===== config.mk =====
export PLATFORM = sky130hd
export DESIGN_NAME = netarbiter
export DESIGN_NICKNAME = d
export VERILOG_FILES = /design/src/rtl/netarbiter.sv
export SDC_FILE = /design/constraint.sdc
export NUM_CORES = 1
export LEC_CHECK = 0
export ABC_AREA = 1
export BUFFER_PORTS_ARGS = -buffer_cell sky130_fd_sc_hd__buf_4
export CORE_MARGIN = 5
export CORE_UTILIZATION = 30
export CTS_CLUSTER_SIZE = 12
export DETAILED_ROUTE_END_ITERATION = 8
export PLACE_DENSITY_LB_ADDON = 0.25
export SETUP_SLACK_MARGIN = 0.4
export SLEW_MARGIN = 10
export SYNTH_ARGS = -nofsm -noshare
export SYNTH_HDL_FRONTEND = slang
export SYNTH_SLANG_ARGS = --single-unit

===== constraint.sdc =====
create_clock -name i_clk -period 1.4 [get_ports i_clk]
set_clock_uncertainty 0.1 [all_clocks]
set_input_delay 0.28 -clock i_clk [delete_from_list [all_inputs] [get_ports i_clk]]
set_output_delay 0.28 -clock i_clk [all_outputs]
set_load 0.05 [all_outputs]

===== src/rtl/netarbiter.sv =====
`default_nettype none
// ============================================================================
//  Module      : netarbiter
//  Description : Round-robin packet arbiter merging NIN AXIN source streams
//                onto one outgoing stream; a grant is held for a whole packet.
//  Revision    : 1.0 - initial release
// ============================================================================
module netarbiter #(
    parameter int NIN = 4,
    parameter int DW  = 32
) (
    input  logic              i_clk,
    input  logic              i_reset,

    input  logic [NIN-1:0]    S_AXIN_VALID,
    output logic [NIN-1:0]    S_AXIN_READY,
    input  logic [NIN*DW-1:0] S_AXIN_DATA,
    input  logic [NIN-1:0]    S_AXIN_LAST,
    input  logic [NIN-1:0]    S_AXIN_ABORT,

    output logic              M_AXIN_VALID,
    input  logic              M_AXIN_READY,
    output logic [DW-1:0]     M_AXIN_DATA,
    output logic              M_AXIN_LAST,
    output logic              M_AXIN_ABORT,

    output logic [NIN-1:0]    o_grant
);

    localparam int PW = (NIN > 1) ? $clog2(NIN) : 1;

    typedef enum logic [0:0] {
        ST_IDLE   = 1'b0,
        ST_PACKET = 1'b1
    } state_t;

    state_t          r_state;
    logic [NIN-1:0]  r_grant;
    logic [PW-1:0]   r_ptr;

    logic [NIN-1:0]  w_req;
    logic            w_found;
    logic [PW-1:0]   w_pick;
    logic [NIN-1:0]  w_pick_onehot;

    logic            w_m_valid;
    logic [DW-1:0]   w_m_data;
    logic            w_m_last;
    logic            w_m_abort;
    logic            w_exit;

    // An aborting source is not a request: its beat is flushed, never granted.
    assign w_req = S_AXIN_VALID & ~S_AXIN_ABORT;

    // Search starts one past the pointer so the last winner has lowest priority.
    always_comb begin
        logic [PW-1:0] idx;
        w_found = 1'b0;
        w_pick  = r_ptr;
        idx     = '0;
        for (int k = 1; k <= NIN; k++) begin
            idx = PW'((int'(r_ptr) + k) % NIN);
            if (!w_found && w_req[idx]) begin
                w_found = 1'b1;
                w_pick  = idx;
            end
        end
    end

    assign w_pick_onehot = NIN'(1) << w_pick;

    // AND-OR mux on the one-hot grant; all zero while idle.
    always_comb begin
        w_m_valid = 1'b0;
        w_m_data  = '0;
        w_m_last  = 1'b0;
        w_m_abort = 1'b0;
        for (int n = 0; n < NIN; n++) begin
            if (r_grant[n]) begin
                w_m_valid = w_m_valid | S_AXIN_VALID[n];
                w_m_data  = w_m_data  | S_AXIN_DATA[n*DW +: DW];
                w_m_last  = w_m_last  | S_AXIN_LAST[n];
                w_m_abort = w_m_abort | S_AXIN_ABORT[n];
            end
        end
    end

    assign M_AXIN_VALID = w_m_valid & ~i_reset;
    assign M_AXIN_DATA  = w_m_data;
    assign M_AXIN_LAST  = w_m_last;
    assign M_AXIN_ABORT = w_m_abort & ~i_reset;

    generate
        for (genvar n = 0; n < NIN; n++) begin : g_ready
            assign S_AXIN_READY[n] = r_grant[n] ? (M_AXIN_READY & ~i_reset)
                                                : S_AXIN_ABORT[n];
        end
    endgenerate

    assign w_exit = (M_AXIN_VALID && M_AXIN_READY && M_AXIN_LAST)
                 || (M_AXIN_ABORT && (!M_AXIN_VALID || M_AXIN_READY));

    always_ff @(posedge i_clk) begin
        if (i_reset) begin
            r_state <= ST_IDLE;
            r_grant <= '0;
            r_ptr   <= PW'(NIN - 1);
        end else begin
            case (r_state)
                ST_IDLE: begin
                    if (w_found) begin
                        r_state <= ST_PACKET;
                        r_grant <= w_pick_onehot;
                        r_ptr   <= w_pick;
                    end
                end
                ST_PACKET: begin
                    // Always drop back to idle: the grant never hops sources.
                    if (w_exit) begin
                        r_state <= ST_IDLE;
                        r_grant <= '0;
                    end
                end
                default: begin
                    r_state <= ST_IDLE;
                    r_grant <= '0;
                end
            endcase
        end
    end

    assign o_grant = r_grant;

    a_grant_onehot : assert property (@(posedge i_clk) disable iff (i_reset)
        $onehot0(r_grant));
    a_grant_state : assert property (@(posedge i_clk) disable iff (i_reset)
        ((r_state == ST_PACKET) == (r_grant != '0)));

endmodule
`default_nettype wire


=== Word level (Yosys, flattened, before mapping) ===
Index checks and enable logic that the tools add are counted.

* Register bits: 7
* Input bits: 143
* Output and inout bits: 43
* Word-level logic and storage cells: 89

* Add/subtract/negate cells: 4
* $lt $le $gt $ge: 4
* Eq/ne operators: 2
* Shift-type cells: 1
* Mux-type cells: 42
* Bitwise operators: 19
* Reductions and logical operators: 14

{| class="wikitable"
|+ Operators by type and width
! cell !! count
|-
| two-way mux 32 bit || 4
|-
| OR 32 bit || 3
|-
| two-way mux 1 bit || 26
|-
| < comparator 2 x 3 -> 1 bit, second input constant || 4
|-
| OR 1 bit || 9
|-
| binary-select mux 1 bit (select 2 bit) || 4
|-
| two-way mux 2 bit || 4
|-
| two-way mux 4 bit || 2
|-
| case mux 4 bit (2 select lines) || 1
|-
| logical AND 1 bit || 6
|-
| adder 2 x 1 -> 2 bit, second input constant || 2
|-
| adder 2 bit, second input constant || 2
|-
| AND 4 bit || 1
|-
| zero test 1 bit || 4
|-
| NOT 4 bit || 1
|-
| AND reduction 2 bit || 2
|-
| left shift 1 x 2 -> 4 bit, first input constant || 1
|-
| AND 1 bit || 3
|-
| logical OR 1 bit || 2
|-
| inequality test 2 x 1 -> 1 bit, second input constant || 1
|-
| inequality test 2 bit, second input constant || 1
|-
| NOT 1 bit || 2
|-
| case mux 1 bit (2 select lines) || 1
|}

=== Depth between registers and ports, before layout ===
Gate-level depths: netlist of run 1.

* Word-level depth: 17
* Mapped depth: 14
* Mapped depth without buffers: 13

=== Least setup slack after synthesis of run 1 ===
Ideal clock, no wire load.

* Kind: register to register
* Start point: reg r_grant[1], in the netlist o_grant[1]
* End point: reg r_grant[1], in the netlist o_grant[1]
* Library setup time: 0.124 ns
* Data arrival time: 2.252 ns
* Required time: 1.176 ns
* Path slack: -1.075 ns
* Stages on the path, launching flop included: 13
* Path buffers: 1
* Clock period less this slack: 2.475 ns
* Cells stage by stage: dfxtp_1 -> buf_2 -> nand2_1 -> nand2_1 -> nor2_1 -> nor2_1 -> nand2_1 -> o21ai_0 -> nand3_1 -> nand2_2 -> nor2_1 -> nor2_1 -> nor2_1

* Cells in the longest elaborated chain, start to end: 12
* Elaborated cells on any way between the ends: 25
* Those cells by class: eq/ne: 1; mux: 9; bitwise: 8; reduce/logical: 7

{| class="wikitable"
|+ RTL lines
! item !! RTL line !! source
|-
| start: declaration || 38 || <nowiki>logic [NIN-1:0] r_grant;</nowiki>
|-
| start signal: assignment || 113 || <nowiki>r_grant <= w_pick_onehot;</nowiki>
|-
| two-way mux 1 bit * || 79 || <nowiki>if (r_grant[n]) begin</nowiki>
|-
| OR 1 bit || 80 || <nowiki>w_m_valid = w_m_valid | S_AXIN_VALID[n];</nowiki>
|-
| two-way mux 1 bit * || 79 ||
|-
| OR 1 bit || 80 ||
|-
| two-way mux 1 bit * || 79 ||
|-
| AND 1 bit * || 88 || <nowiki>assign M_AXIN_VALID = w_m_valid & ~i_reset;</nowiki>
|-
| named net M_AXIN_VALID || 21 || <nowiki>output logic M_AXIN_VALID,</nowiki>
|-
| zero test 1 bit || 101 || <nowiki>|| (M_AXIN_ABORT && (!M_AXIN_VALID || M_AXIN_READY));</nowiki>
|-
| logical OR 1 bit || 101 ||
|-
| logical AND 1 bit || 101 ||
|-
| logical OR 1 bit * || 101 ||
|-
| inequality test 2 x 1 -> 1 bit (no source line) * || n/a ||
|-
| AND reduction 2 bit (no source line) * || n/a ||
|}

The timed path passes the listed nets; every way through them passes the cells marked *.
A chain may end at the register's enable or synchronous reset.

=== Worst setup path in the final report of run 1 ===
* Start point: reg r_ptr[0]
* End point: reg r_grant[0], in the netlist o_grant[0]

* Cells in the longest elaborated chain, start to end: 16
* Elaborated cells on any way between the ends: 31
* Those cells by class: add/sub: 4; eq/ne: 1; shift: 1; mux: 18; reduce/logical: 7

{| class="wikitable"
|+ RTL lines
! item !! RTL line !! source
|-
| start: declaration || 39 || <nowiki>logic [PW-1:0] r_ptr;</nowiki>
|-
| start signal: assignment || 107 || <nowiki>r_ptr <= PW'(NIN - 1);</nowiki>
|-
| start signal: assignment || 114 || <nowiki>r_ptr <= w_pick;</nowiki>
|-
| adder 2 x 1 -> 2 bit || 62 || <nowiki>idx = PW'((int'(r_ptr) + k) % NIN);</nowiki>
|-
| binary-select mux 1 bit (select 2 bit) || 63 || <nowiki>if (!w_found && w_req[idx]) begin</nowiki>
|-
| two-way mux 1 bit (not written as such) || 63 ||
|-
| two-way mux 1 bit || 63 ||
|-
| zero test 1 bit || 63 ||
|-
| logical AND 1 bit || 63 ||
|-
| two-way mux 1 bit || 63 ||
|-
| zero test 1 bit || 63 ||
|-
| logical AND 1 bit || 63 ||
|-
| two-way mux 1 bit || 63 ||
|-
| zero test 1 bit || 63 ||
|-
| logical AND 1 bit || 63 ||
|-
| two-way mux 2 bit || 63 ||
|-
| left shift 1 x 2 -> 4 bit || 70 || <nowiki>assign w_pick_onehot = NIN'(1) << w_pick;</nowiki>
|-
| two-way mux 4 bit || 111 || <nowiki>if (w_found) begin</nowiki>
|-
| case mux 4 bit (2 select lines) || 109 || <nowiki>case (r_state)</nowiki>
|}

Parallel ways exist; a longest one is shown, timed or not. The select of a mux whose other input is x is not followed.

==> metrics.md, run 1 <==
| Metric | Value |
|---|---|
| Run status | complete, but fails checks |
| Violated checks | setup timing |
| RSZ-0062 raised after global routing | yes |
| Most frequent cells in the layout | buf_4, nand2_1, buf_6, nand2_2, nand4_1 |
| Worst hold path type | in -> reg |
| Met3 wire length | 1190 um |
| Hold depth | 3 |
| Post-Synthesis Cells | 309 |
| Count of cell types in the netlist | 24 |
| Hold path endpoint | r_ptr[0] |
| Vias | 3080 |
| Most used DFF post-synth | dfxtp_1 |
| Fin. Hold Viols | 0 |
| DRT iter0 DRCs | 131 |
| Fillers | 319 |
| Period minus WS final | 1.68 ns |
| Yosys warnings | 0 |
| GP Congestion | 0.900 |
| Worst-Skew Late Latency | 0.22 ns |
| Max-cap violations | 0 |
| Routed Antenna Nets | 0 |
| Max layer used | met4 |
| Power per cell area | 2110 nW/um2 |
| First-pass DRT Iterations | 6 |
| Detailed Route WL | 10600 um |
| # setup viols final | 49 |
| CP Max Fanout | 8 |
| Hold Buf Count CTS | 0 |
| Chip Height | 81.5 um |
| Register area share after synthesis | 9.13% |
| Proportion of layout cells with a drive suffix above 1 | 66.7% |
| Clock sinks | 7 |
| Initial core utilization | 30.4% |
| Clock root cell | clkbuf_8 |
| Layout area overhead | 177% |
| Cts bufs inserted | 3 |
| Reg2reg end | o_grant[0] |
| Period utilization | 120% |
| CTS tree | built |
| FF+latch count, synth | 7 |
| Critical path class | reg -> reg |
| Setup crit start | r_ptr[0] |
| Met2 wire length | 5530 um |
| Row count | 26 |
| Worst hold start | i_reset |
| Largest net degree at the start of global routing | 24 |
| Post-synthesis compound-gate area fraction | 5.46% |
| Slew of the pin with the lowest slew margin | 0.207 ns |
| Nets | 670 |
| First-pass GRT wire length | 13200 um |
| Hpwl dp | 7130 um |
| R2r setup slk | -0.28 ns |
| Static Leak | 2.15 nW |
| Max Fclk | 595 MHz |
| Post-synthesis mux area share | 0% |
| Xor and xnor area share after synthesis | 0% |
| Main combinational cell family by area after synthesis | simple AND/OR/NAND/NOR gates |
| CP endpoint kind | register |
| Post-synthesis cell area | 1540 um2 |
| Worst reg2reg path depth | 11 |
| Core Box Area | 5040 um2 |
| Wire per inst | 17.8 um |
| Post-Synth Adder-Cell Area | 0% |
| Syn Area/Cell | 4.97 um2 |
| Slew headroom | 86.1% |
| CP startpoint kind | register |
| Post-DR vias/cell | 5.17 |
| RR Startpoint | r_ptr[0] |
| Design Area, Final | 4250 um2 |
| Vias in the first global route | 2858 |
| Final worst setup slack | -0.281 ns |
| Area share of and/or/nand/nor cells after synthesis | 75.3% |
| CTS clk-pin slew, worst paths | 0.04 ns |
| Syn Nets | 452 |
| Die Width | 81.5 um |
| DR DRC count | 0 |
| Worst vdd ir | 1320 uV |
| Antenna violations before repair | 0 |
| Gr usage total | 24.7% |
| I/O Pins | 186 |
| CTS max path bufs | 2 |
| Required @ worst endpoint | 1.45 ns |
| Port buffer count | 185 |
| H-tree Lvls | 1 |
| Max Transition Viols Final | 0 |
| Asr flop ratio synth | 0% |
| Placement Cell Area | 3240 um2 |
| Placed cells | 569 |
| Antenna fix cells | 0 |
| Commonest non-fill, non-tap cell in the layout | buf_4 |
| CP arrival | 1.73 ns |
| Die ar. | 6650 um2 |
| Wl on met1 | 3560 um |
| Gr ovfl total | 0 |
| Cell Count, Final, Fillers Out | 596 |
| Number of synthesized flops with an enable pin | 0 |
## critical path, stage by stage (launching register included)
cell and delay (ns):
dfxtp_4 0.44, buf_6 0.13, nand2_4 0.04, nand2_4 0.09, nand3_4 0.09, nand2_4 0.10, nand2_4 0.07, o21ai_4 0.19
nand2_2 0.09, inv_2 0.08, nand2_2 0.05, a21oi_2 0.13
## power by group
part	internal, mW	leakage, nW	switching (mW)
clock network	0.197	0.0228	0.0853
registers	0.302	0.0605	0.158
logic	3.32	2.07	4.88
## metal layers
layer	vias up	global-route usage, %
li1	1441	-
met1	1443	25.4
met2	161	47.9
met3	35	8.22
met4	0	5.24
met5	-	0
## cells in the mapped netlist, types with 2 or more instances
master,n,area [um2]
nand2_1,173,649
buf_4,2,15.0
o21ai_0,5,25.0
buf_6,2,22.5
nand3_2,7,70.1
nand2_2,11,68.8
nand2_4,2,22.5
inv_1,10,37.5
buf_2,2,10.0
nor2_1,12,45.0
nand4_1,34,213
clkbuf_1,10,37.5
nand3_1,14,70.1
dfxtp_1,7,140
o211ai_1,2,15.0
buf_1,3,11.3
a21oi_1,6,30.0
## registers in the layout (all words and copies together), names as in the netlist
name and cells:
r_state 1, o_grant 4, r_ptr 2
## cell families after synthesis
| group | after synthesis |
|---|---|
| compound gates | 15 |
| buf+inv | 32 |
| simple gates | 255 |
| flops | 7 |
## worst max-delay path by stage
stage                 end  slack (ns)
3_3_place_gp   o_grant[2]       -0.21
2_1_floorplan  o_grant[2]       -0.47
5_1_grt        o_grant[2]       -0.34
3_5_place_dp   o_grant[0]       -0.30
4_1_cts        o_grant[0]       -0.19
6_report       o_grant[0]       -0.28
## repair_timing
action	4_1_cts	5_1_grt
gates cloned	0	6
pin swaps	27	36
resized for setup	119	75
setup endpoints to repair	50	50
endpoints found under the hold margin	0	0
buffers inserted	6	11
## per-stage QoR
step	power [mW]	utilization [%]	hold WS, ns	worst slack (ns)	TNS [ns]
5_1_grt	9.33	84.2	0.319	-0.340	-10.15
2_1_floorplan	4.59	-	0.405	-0.469	-11.33
6_report	8.95	84.2	0.286	-0.281	-8.38
4_1_cts	7.88	74.5	0.286	-0.193	-6.48
3_5_place_dp	6.54	64.2	0.439	-0.299	-1.59
3_3_place_gp	6.48	64.2	0.447	-0.214	-1.15
## cell type report
class	count	area [um2]	area share, %
repair buffers	232	2210	52.1
multi-input cells	270	1670	39.4
flip-flops and latches	7	160	3.77
well taps	70	87.6	2.06
inverters	13	66.3	1.56
clock buffers	4	45.0	1.06
Power figures use the tool's default switching activity.
==> run 2: changes to the inputs <==
Settings changed: CORE_UTILIZATION 30 to 29, GPL_TIMING_DRIVEN set to 0, PLACE_DENSITY set to 0.75, PLACE_DENSITY_LB_ADDON 0.25 to unset.
==> run 2 against run 1 <==
  * The run still ends with setup timing left
  * Sequential share of layout area fell by 0.21 points
  * Fmax fell by 4.3%
  * Setup slack got worse by 0.075 ns
  * Routed wire length grew 3.9%
  * First-iteration DRC count increased by 13%
  * Total power rose by 4.6%
  * Non-clock buffer count down 9
  * Final area grew 3.3%
  * Critical path depth decreased by 5
  * Die area is 3.0% higher
  * Highest routed layer unchanged
==> metrics.md, run 2 (synthesized netlist as in run 1, its figures left out) <==
| Metric | Value |
|---|---|
| Violated checks | setup timing |
| GP Congestion | 0.901 (about the same) |
| Clock sinks | 7 (unchanged) |
| # setup viols final | 46 (-6.1%) |
| Placed cells | 563 (-1.1%) |
| Wire per inst | 18.8 um (+5.5%) |
| Critical path class | reg -> out |
| Fin. Hold Viols | 0 (unchanged) |
| Reg2reg end | o_grant[3] |
| Worst reg2reg path depth | 13 (+2) |
| Row count | 26 (unchanged) |
| Hold depth | 2 (-1) |
| Worst-Skew Late Latency | 0.23 ns (about the same) |
| Chip Height | 82.8 um (+1.5%) |
| Run status | complete, but fails checks |
| CTS clk-pin slew, worst paths | 0.04 ns (about the same) |
| Clock root cell | clkbuf_8 |
| CP top delay family | simple AND/OR/NAND/NOR gates |
| Routed Antenna Nets | 0 (unchanged) |
| Antenna violations before repair | 0 (unchanged) |
| First-pass GRT wire length | 12600 um (-5.1%) |
| Pre-CTS setup slack | -0.306 ns (-0.00692 ns) |
| Vias | 3088 (+0.26%) |
| Period minus WS final | 1.76 ns (+0.0754 ns) |
| Hold Buf Count CTS | 0 (unchanged) |
| Max Transition Viols Final | 0 (unchanged) |
| Power per cell area | 2130 nW/um2 (+1.3%) |
| DRT iter0 DRCs | 148 (+13%) |
| H-tree Lvls | 1 (unchanged) |
| Core Box Area | 5140 um2 (+1.9%) |
| R2r setup slk | -0.35 ns (-0.07 ns) |
| Max Fclk | 569 MHz (-4.3%) |
| Static Leak | 2.11 nW (-1.9%) |
| CP bufs+invs | 2 (unchanged) |
| Most frequent cells in the layout | buf_4, nand2_1, nand2_2, buf_6, nand4_1 |
| CP startpoint kind | register |
| Proportion of layout cells with a drive suffix above 1 | 69.6% (+2.9 points) |
| Final worst setup slack | -0.356 ns (-0.0754 ns) |
| Port buffer count | 184 (-0.54%) |
| Setup crit start | o_grant[0] |
| CP endpoint kind | output pin |
| Number of flip-flops in the largest register | 4 (unchanged) |
| Worst hold start | i_reset |
| Die Width | 82.8 um (+1.5%) |
| Nets | 661 (-1.3%) |
| CP Max Fanout | 8 (unchanged) |
| Die ar. | 6850 um2 (+3.0%) |
| Gr usage total | 23.8% (-0.95 points) |
| Slew headroom | 85.0% (-1.1 points) |
| CTS max path bufs | 2 (unchanged) |
| CP arrival | 1.38 ns (-0.35 ns) |
| Layout area overhead | 186% |
| Largest net degree at the start of global routing | 11 (-54%) |
| Slew of the pin with the lowest slew margin | 0.225 ns (+0.0179 ns) |
| Required @ worst endpoint | 1.02 ns (-0.43 ns) |
| Worst hold path type | in -> reg |
| Initial core utilization | 29.9% (-0.58 points) |
| Crit-path slowest cell | dfxtp_4 |
| Max-cap violations | 0 (unchanged) |
| CTS tree | built |
| Hold path endpoint | o_grant[0] |
| Period utilization | 125% (+5.4 points) |
| RR Startpoint | r_ptr[1] |
| DR DRC count | 0 (unchanged) |
| Hpwl dp | 6930 um (-2.8%) |
| Detailed Route WL | 11000 um (+3.9%) |
| First-pass DRT Iterations | 5 (-1) |
| I/O Pins | 186 (unchanged) |
| Vias in the first global route | 2614 (-8.5%) |
| Cell Count, Final, Fillers Out | 587 (-1.5%) |
| Post-DR vias/cell | 5.26 (+1.8%) |
| Antenna fix cells | 0 (unchanged) |
| Worst stage delay on the critical path | 0.36 ns (-0.08 ns) |
| Gr ovfl total | 0 (unchanged) |
| Commonest non-fill, non-tap cell in the layout | buf_4 |
| RSZ-0062 raised after global routing | yes |
| Worst vdd ir | 1510 uV (+14%) |
| Cell Chain, Critical Path | buf_12 > nand2_1 > o21ai_2 > nor2_2 > nor2_4 > buf_6 |
| Cts bufs inserted | 3 (unchanged) |
-- run 2: timing repair --
action	in CTS	in global routing
buffers inserted	7	0
pin swaps	19	43
gates cloned	2	11
resized for setup	126	107
endpoints found under the setup margin	50	50
-- run 2: worst max path at each step --
| stage | to | slack, ns | cells after the start |
|---|---|---|---|
| after floorplan | o_grant[2] | -0.47 | 10 |
| after global placement | M_AXIN_DATA[28] | -0.32 | 5 |
| after detailed placement | M_AXIN_DATA[28] | -0.31 | 5 |
| after CTS | M_AXIN_DATA[28] | -0.21 | 5 |
| after global routing | o_grant[3] | -0.43 | 13 |
| final | M_AXIN_ABORT | -0.36 | 6 |
-- run 2: final cells by class --
class / instances / area, um2
sequential: 7 / 156
buffer: 19 / 335
multi-input combinational: 270 / 1730
fill: 302 / 751
timing repair buffer: 204 / 1940
clock buffer: 4 / 45.0
inverter: 13 / 86.3
tap: 70 / 87.6
-- run 2: layer usage --
layer  up-vias  GRT usage [%]  part of all wire [%]
li1       1433              -                     -
met1      1423           26.8                    34
met2       198           43.2                    52
met3        34           7.27                    11
met4         0           5.88                   2.9
met5         -              0                     0
-- run 2: power breakdown --
group	switching, mW	internal (mW)
combinational	5.11	3.54
sequential	0.113	0.295
clock	0.0992	0.198
total	5.33	4.03
-- run 2: metrics by stage --
stage | util (%) | TNS, ns | power, mW | instance area [um2] | hold slack, ns
after floorplan | - | -11.33 | 4.59 | 1700 | 0.405
after global placement | 61.7 | -8.85 | 6.33 | 3170 | 0.430
after detailed placement | 61.7 | -8.74 | 6.37 | 3170 | 0.431
after CTS | 74.1 | -8.34 | 8.10 | 3810 | 0.187
after global routing | 85.4 | -12.13 | 9.72 | 4390 | 0.196
final | 85.4 | -10.06 | 9.36 | 4390 | 0.196
==> run 3: changes to the inputs <==
Settings changed: REMOVE_ABC_BUFFERS set to 1.
==> run 3 against run 2 <==
  * The flow still finishes with violations (setup timing)
  * Highest routed layer unchanged
  * Combinational power shrank 12%
  * Setup slack gained 0.062 ns
  * Final area shrank 9.0%
  * Via count shrank 1.6%
  * Register-to-register slack gained 0.06 ns
  * Non-clock buffer count shrank 2
  * Total power shrank 10%
  * Sequential share of layout area grew 0.51 points
  * Final cell count shrank 0.34%
  * Clock power is essentially flat
  * Core utilization shrank 7.7 points
==> metrics.md, run 3 (synthesized netlist as in run 1, its figures left out) <==
| Metric | Value |
|---|---|
| Worst stage delay on the critical path | 0.44 ns (+0.08 ns) |
| Wire per inst | 18.9 um (+0.31%) |
| Slew of the pin with the lowest slew margin | 0.188 ns (-0.0371 ns) |
| H-tree Lvls | 1 (unchanged) |
| Layout area overhead | 160% |
| Period utilization | 121% (-4.5 points) |
| Clock root cell | clkbuf_8 |
| Row count | 26 (unchanged) |
| Final worst setup slack | -0.294 ns (+0.0624 ns) |
| Port buffer count | 185 (+0.54%) |
| Largest net degree at the start of global routing | 20 (+9) |
| Power per cell area | 2100 nW/um2 (-1.4%) |
| Vias | 3040 (-1.6%) |
| Worst hold start | i_reset |
| Number of flip-flops in the largest register | 4 (unchanged) |
| Design Area, Final | 4000 um2 (-9.0%) |
| P_sw | 4.96 mW (-7.0%) |
| Pint | 3.45 mW (-15%) |
| Violated checks | setup timing |
| Initial core utilization | 29.9% (unchanged) |
| DR DRC count | 0 (unchanged) |
| Static Leak | 2.00 nW (-5.2%) |
| I/O Pins | 186 (unchanged) |
| Cell Chain, Critical Path | inv_8 > nand3_4 > nand2_2 > nand2_2 > nand2_1 > nor2_1 > nand2_1 > nand2_1 > nand2_2 > nand2_4 > nand2_1 > a21oi_1 |
| # setup viols final | 48 (+4.3%) |
| GP Congestion | 0.858 (-4.8%) |
| CTS max path bufs | 2 (unchanged) |
| Hpwl dp | 6550 um (-5.6%) |
| Design Power | 8.40 mW (-10%) |
| Period minus WS final | 1.69 ns (-0.0624 ns) |
| Detailed Route WL | 11000 um (about the same) |
| Placement Cell Area | 2920 um2 (-8.0%) |
| CP startpoint kind | register |
| CTS tree | built |
| Worst-Skew Late Latency | 0.23 ns (about the same) |
| Antenna fix cells | 0 (unchanged) |
| Worst vdd ir | 1420 uV (-5.7%) |
| CTS clk-pin slew, worst paths | 0.05 ns (about the same) |
| Max Fclk | 590 MHz (+3.7%) |
| Share of power burned in registers | 5.9% (+1.5 points) |
| Required @ worst endpoint | 1.45 ns (+0.43 ns) |
| Switching share of power | 59.0% (+2.1 points) |
| Worst hold path type | in -> reg |
| Setup total negative slack | -9.30 ns (+0.758 ns) |
| Antenna violations before repair | 0 (unchanged) |
| CP top delay family | simple AND/OR/NAND/NOR gates |
| First-pass GRT wire length | 13500 um (+7.6%) |
| CP bufs+invs | 1 (-1) |
| Chip Height | 82.8 um (unchanged) |
| Most frequent cells in the layout | buf_4, nand2_1, buf_6, nand2_2, nand4_1 |
| RSZ-0062 raised after global routing | yes |
| Run status | complete, but fails checks |
| Routed Antenna Nets | 0 (unchanged) |
| CP arrival | 1.74 ns (+0.36 ns) |
| Proportion of layout cells with a drive suffix above 1 | 61.6% (-8.1 points) |
| Die ar. | 6850 um2 (unchanged) |
| Max-cap violations | 0 (unchanged) |
| Post-DR vias/cell | 5.20 (-1.2%) |
| Slew headroom | 87.4% (+2.5 points) |
| Max Transition Viols Final | 0 (unchanged) |
| Gr usage total | 25.8% (+2.0 points) |
| Clock power share | 3.6% (+0.4 points) |
| CP Max Fanout | 8 (unchanged) |
| Vias in the first global route | 2673 (+2.3%) |
| Die Width | 82.8 um (unchanged) |
| Cts bufs inserted | 3 (unchanged) |
| Commonest non-fill, non-tap cell in the layout | buf_4 |
| Fin. Hold Viols | 0 (unchanged) |
| Combinational share of power | 90.5% (-2.0 points) |
| Critical path class | reg -> reg |
| Clock sinks | 7 (unchanged) |
| RR Startpoint | r_ptr[0] |
| Crit-path slowest cell | dfxtp_4 |
| CP dominant cell by count | nand2_1 |
| Core Box Area | 5140 um2 (unchanged) |
| CP endpoint kind | register |
| Setup crit start | r_ptr[0] |
| First-pass DRT Iterations | 5 (unchanged) |
| Gr ovfl total | 0 (unchanged) |
| DRT iter0 DRCs | 158 (+6.8%) |
| Hold_ws | 0.178 ns (-0.0178 ns) |
| Nets | 659 (-0.30%) |
run 3: cell count changes in the layout (fill, tap and decap cells not counted), sizes merged:
cell / before / now
clkbuf: 17 / 8
buf: 210 / 217
run 3: area by class of cell:
type | instances | area (um2)
clock buffers | 4 | 45.0
fillers | 356 | 1140
multi-input cells | 270 | 1550
repair buffers | 221 | 2090
flip-flops and latches | 7 | 163
well taps | 70 | 87.6
inverters | 13 | 61.3
run 3: path summary, 6_finish.rpt:
kind	endpoint	slack, ns	depth (start not counted)
max	o_grant[3]	-0.29	12
min	o_grant[1]	0.18	2
max reg2reg	o_grant[3]	-0.29	12
min reg2reg	r_state	0.51	2
run 3: metal layers:
layer	track usage, %	vias to the layer above	wire length, um
met1	28.0	1432	3930
met4	9.64	0	364
met3	6.40	32	964
met5	0	-	0
li1	-	1429	-
met2	47.8	147	5770
run 3: stage by stage:
stage / setup WS (ns) / utilization [%] / std cells
finish: -0.294 / 77.7 / 585
global route: -0.390 / 77.7 / 585
CTS: -0.185 / 67.8 / 570
detailed placement: -0.652 / 56.8 / 545
global placement: -1.14 / 56.7 / 545
floorplan: -1.47 / - / 290
run 3: timing repair:
item	in CTS	in global routing
gates cloned	1	4
hold endpoints to repair	0	0
setup endpoints to repair	50	50
buffers inserted	20	11
hold buffers	0	0
pin swaps	29	31
resized for setup	87	94
run 3: power by group through the flow:
stage / sequential (mW) / clock, mW / combinational [mW]
global placement: 0.777 / 0 / 5.19
CTS: 0.493 / 0.293 / 6.70
floorplan: 0.720 / 0 / 3.53
detailed placement: 0.789 / 0 / 5.20
finish: 0.496 / 0.300 / 7.61
global route: 0.510 / 0.313 / 7.95
